**src/rtl/reorder_buffer.sv**
```systemverilog
// -----------------------------------------------------------------------------
// reorder_buffer
//   Circular in-order reorder buffer. Dispatch allocates one entry per cycle at
//   the tail, recording the destination physical register. Commit retires one
//   entry per cycle from the head and reports the retired tag so the free list
//   and architectural map can be updated.
//
// Optional feature macro: ROB_ERR_EN
//   When defined, adds a sticky `err` output (set after a rejected push or pop)
//   and simulation assertions on the same conditions.
//
// Parameters
//   DEPTH   number of entries (>= 2, any integer)
//   PHYS_W  physical register tag width
//   IDX_W   derived entry index width, $clog2(DEPTH)
//
// Ports
//   clk           rising-edge clock
//   rst           synchronous active-high reset
//   push          allocate request, writes dst_phys into the tail entry
//   dst_phys      destination physical register of the dispatched instruction
//   pop           commit request, retires the head entry
//   full          count == DEPTH
//   empty         count == 0
//   count         number of valid entries
//   alloc_idx     tail index an accepted push will write
//   head_phys     tag of the head entry, 0 when empty
//   commit_valid  registered one-cycle pulse for an accepted pop
//   commit_phys   registered tag of the entry just retired (holds otherwise)
//   err           sticky rejected-request flag (ROB_ERR_EN only)
// -----------------------------------------------------------------------------
module reorder_buffer #(
  parameter  int DEPTH  = 16,
  parameter  int PHYS_W = 6,
  localparam int IDX_W  = $clog2(DEPTH)
) (
  input  logic              clk,
  input  logic              rst,
  input  logic              push,
  input  logic [PHYS_W-1:0] dst_phys,
  input  logic              pop,
  output logic              full,
  output logic              empty,
  output logic [IDX_W:0]    count,
  output logic [IDX_W-1:0]  alloc_idx,
  output logic [PHYS_W-1:0] head_phys,
  output logic              commit_valid,
  output logic [PHYS_W-1:0] commit_phys
`ifdef ROB_ERR_EN
  ,
  output logic              err
`endif
);

  localparam logic [IDX_W:0]   DEPTH_CNT = (IDX_W+1)'(DEPTH);
  localparam logic [IDX_W-1:0] LAST_IDX  = IDX_W'(DEPTH - 1);

  logic [DEPTH-1:0]  valid_q;
  logic [PHYS_W-1:0] phys_mem [DEPTH];
  logic [IDX_W-1:0]  head_q;
  logic [IDX_W-1:0]  tail_q;
  logic [IDX_W:0]    count_q;

  logic pop_acc;
  logic push_acc;

  // Pointers wrap explicitly so DEPTH need not be a power of two.
  function automatic logic [IDX_W-1:0] next_idx(input logic [IDX_W-1:0] p);
    return (p == LAST_IDX) ? '0 : p + 1'b1;
  endfunction

  assign full      = (count_q == DEPTH_CNT);
  assign empty     = (count_q == '0);
  assign count     = count_q;
  assign alloc_idx = tail_q;
  assign head_phys = valid_q[head_q] ? phys_mem[head_q] : '0;

  // A pop frees the head slot in the same cycle, so a full buffer can still
  // accept a push alongside it.
  assign pop_acc  = pop && !empty;
  assign push_acc = push && (!full || pop_acc);

  // NOTE: sequential state uses non-blocking assignments so every register
  // samples pre-edge values; this is what lets a simultaneous push and pop on
  // a full buffer read the old head before the tail write lands on it.
  always_ff @(posedge clk) begin
    if (rst) begin
      head_q       <= '0;
      tail_q       <= '0;
      count_q      <= '0;
      valid_q      <= '0;
      commit_valid <= 1'b0;
      commit_phys  <= '0;
    end else begin
      commit_valid <= pop_acc;
      if (pop_acc) begin
        valid_q[head_q] <= 1'b0;
        commit_phys     <= phys_mem[head_q];
        head_q          <= next_idx(head_q);
      end
      // Placed after the pop clear: when full, head == tail and the new entry
      // must win the valid bit.
      if (push_acc) begin
        valid_q[tail_q] <= 1'b1;
        tail_q          <= next_idx(tail_q);
      end
      case ({push_acc, pop_acc})
        2'b10:   count_q <= count_q + 1'b1;
        2'b01:   count_q <= count_q - 1'b1;
        default: count_q <= count_q;
      endcase
    end
  end

  // NOTE: the tag storage is deliberately not reset; every read is qualified
  // by a reset valid bit, so clearing it would only cost a reset network.
  always_ff @(posedge clk) begin
    if (push_acc) begin
      phys_mem[tail_q] <= dst_phys;
    end
  end

`ifdef ROB_ERR_EN
  logic push_rej;
  logic pop_rej;

  // A pop on an empty buffer alongside a push is absorbed by the push and is
  // not treated as an error.
  assign push_rej = push && full && !pop;
  assign pop_rej  = pop && empty && !push;

  always_ff @(posedge clk) begin
    if (rst) begin
      err <= 1'b0;
    end else if (push_rej || pop_rej) begin
      err <= 1'b1;
    end
  end

  a_no_push_full: assert property (@(posedge clk) disable iff (rst) !push_rej)
    else $error("reorder_buffer: push while full");
  a_no_pop_empty: assert property (@(posedge clk) disable iff (rst) !pop_rej)
    else $error("reorder_buffer: pop while empty");
`endif

endmodule

```
**config.mk**
```make
export PLATFORM = sky130hd
export DESIGN_NAME = reorder_buffer
export DESIGN_NICKNAME = d
export VERILOG_FILES = /design/src/rtl/reorder_buffer.sv
export SDC_FILE = /design/constraint.sdc
export NUM_CORES = 1
export LEC_CHECK = 0
export ABC_AREA = 1
export CORE_MARGIN = 2
export CORE_UTILIZATION = 50
export DETAILED_ROUTE_END_ITERATION = 10
export PLACE_DENSITY = 0.71
export SETUP_SLACK_MARGIN = 0.02
export SYNTH_ARGS = -nofsm -noshare
export SYNTH_HDL_FRONTEND = slang
export SYNTH_SLANG_ARGS = --single-unit
```
**constraint.sdc**
```tcl
create_clock -name clk -period 1.8 [get_ports clk]
set_input_delay 0.18 -clock clk [delete_from_list [all_inputs] [get_ports clk]]
set_output_delay 0.18 -clock clk [all_outputs]
set_load 0.01 [all_outputs]
```
==> flow_summary.ini <==
[finish]
layout_commonest_cell = nand2_1
multi_input_area_um2 = 2360
finalInstanceArea_um2 = 8340
post-route-util = 0.689
diodes = 0
area_growth_syn_to_layout_pct = 33.4
drive_gt1_frac = 0.252
mostFrequentLayoutCells = nand2_1, inv_1, edfxtp_1, nor2_1, buf_4
nFillCells = 879
seq_area_um2 = 3690
nets = 836

[synthesis]
synth_top_area_cell = edfxtp_1
synthesis.area_um2 = 6250
synth_cell_types = 29
syn_area_per_cell_um2 = 8.87
syn-num-nets = 727
synth-seq-cells = 136
ys_seq_area_frac = 0.589
synth-warning-count = 0
syn_inst = 705
synthTopCellsByArea = edfxtp_1, dfxtp_1, nand2_1
synth_top_area_frac = 0.461

[route]
drc = 0
drt_iter0_drc = 511
wirelength_mm = 16.8
wl_per_cell_um = 16.9
dr_total_vias = 5228
dr.pass1.iters = 6
ant_nets = 0
viasPerCell = 5.25

[sta]
finalMaxSlewViolations = 0
fin_crit_sh = 1.13
clock_skew_ns = 0.00732
worst_slew_pin_slew_ns = 0.452
worst_slack_ns = -0.235
slew_headroom = 0.698
finalSetupViolCount = 8
fmax_ghz = 0.491
rsz0062_at_grt = true
layout_min_cycle_time_ns = 2.03
finalHoldViolations = 0

[power_and_ir_drop]
comb_power_share = 0.348
ir_worst_vdd_uv = 717
swShare = 0.322
switching_power_mw = 3.48
p_per_area_nw_per_um2 = 1300
pwr-share-seq = 0.340
internal_power_mw = 7.34
p_clk_frac = 0.312
p_leak_nw = 3.71

[global_routing]
grt_overflow_total = 0
grt_pass1_vias = 4982
grt_max_degree = 25
grt_pass1_wl_mm = 25.9
grt_usage = 0.261
antenna_found_initial = 0

[setup_path]
crit_type = flip-flop to flip-flop
crit_arrival_ns = 2.40
crit_fanout = 18
worst_setup_path_start_kind = flip-flop
endpoint_kind = flip-flop
cpMostUsedCell = buf_4
slowest_stage = dfxtp_4
crit_chain = inv_8 -> buf_12 -> nand2_1 -> nand2_1 -> nand2_1 -> nand3_2 -> nand3_4 -> buf_6 -> buf_4 -> buf_4 -> buf_4 -> buf_4 -> buf_4 -> nand3_4 -> nand2_2 -> inv_2
slowest_delay_ns = 0.38
required_ns = 2.16

[placement]
place_area_um2 = 7150
place_hpwl_mm = 10.3
place.port_buffers = 33
gp_congestion = 0.937

[floorplan]
core_area_um2 = 12100
die_w_um = 116
die_h_um = 116
die_area_um2 = 13400
num_rows = 40
start_util = 0.516
num_io_pins = 34

[run]
cap_violations = 0

[status]
status = complete, but fails checks
violations = negative setup slack

[clock_network]
cts_sinks = 136
cts.reportedPaths.clkPinSlew_ns = 0.06
cts_tree = done
clk_path_buf_depth = 2
cts-root-buf = clkbuf_16
clk_latency_ns = 0.41
cts_buffers = 17
cts_max_level = 4

[worst_hold_path]
hold_class = flip-flop to flip-flop
==> worst paths after layout <==
kind	from	endpoint	slack (ns)	cells past startpoint
worst max-delay path	flip-flop	commit_phys[5]$_SDFFE_PP0N_	-0.23	16
worst min-delay path	valid_q[1]$_SDFF_PP0_	valid_q[1]$_SDFF_PP0_	0.49	2
worst max register to register	flip-flop	commit_phys[5]$_SDFFE_PP0N_	-0.23	16
worst min register to register	valid_q[1]$_SDFF_PP0_	valid_q[1]$_SDFF_PP0_	0.49	2
==> flip-flops by register name, indices dropped and copies added, names as in the netlist, named ones only <==
name and cells:
valid_q 16, alloc_idx 4, head_q 4, phys_mem 96
commit_valid 1, commit_phys 6, count 5
==> stage by stage <==
step | setup TNS (ns) | hold slack [ns] | cells | setup slack [ns] | power [mW]
2_1_floorplan | 0 | 0.279 | 705 | 0.0608 | 5.43
3_3_place_gp | -0.974 | 0.473 | 939 | -0.165 | 6.62
3_5_place_dp | -1.78 | 0.482 | 939 | -0.234 | 6.70
4_1_cts | -1.26 | 0.489 | 992 | -0.159 | 10.5
5_1_grt | -2.21 | 0.513 | 995 | -0.315 | 11.4
6_report | -1.45 | 0.492 | 995 | -0.235 | 10.8
==> layout make-up <==
type,instances,area share
multi-input cells,434,0.283
clock buffers,20,0.0523
inverters,110,0.0514
clock inverters,12,0.0159
flip-flops and latches,136,0.443
repair buffers,115,0.129
well taps,168,0.0252
==> kinds of logic after synthesis <==
family | share of synthesized area
DFF | 0.589
buffers and inverters | 0.0914
xor gates and xnor gates | 0.00560
adders and majority gates | 0.0252
AOI/OAI and AO/OA | 0.0512
and+or+nand+nor | 0.237
==> layer usage <==
layer  vias to the layer above  wire [um]  track usage
li1                       2477          -            -
met1                      2396       6910        0.342
met2                       285       7720        0.409
met3                        70       1350       0.0628
met4                         0        830        0.127
met5                         -          0            0
==> synth_stat cells <==
library cell	number
nand2_1	194
inv_1	105
edfxtp_1	96
nand3_1	73
nor2_1	71
dfxtp_1	40
o21ai_0	31
a21oi_1	23
buf_2	12
ha_1	11
nand2_2	9
o21ai_1	7
clkbuf_1	5
buf_4	3
buf_6	3
inv_2	3
nand3_2	3
xor2_1	3
nand2_4	2
nor3_1	2
a21o_1	1
buf_1	1
buf_8	1
clkinv_1	1
fa_1	1
inv_6	1
nor2_2	1
o211ai_1	1
xnor2_1	1
==> timing repair <==
action	4_1_cts	5_1_grt
gates cloned	4	1
endpoints found under the setup margin	8	13
resized for setup	90	44
buffers inserted	17	8
pin swaps	39	25
hold buffers	0	0
==> worst max-delay path, delay by kind of cell, from the launching register on <==
kind	cells	cell delay, ns
buffers and inverters	9	1.04
AND/OR/NAND/NOR	7	0.56
flip-flops	1	0.38
==> power by group through the flow <==
stage / logic (mW) / registers, mW / clock network [mW]
floorplan: 1.67 / 3.76 / 0
global placement: 2.92 / 3.70 / 0
detailed placement: 3.00 / 3.71 / 0
CTS: 3.44 / 3.66 / 3.40
global route: 4.10 / 3.70 / 3.56
finish: 3.76 / 3.68 / 3.38
(Power assumes the default switching activity.)
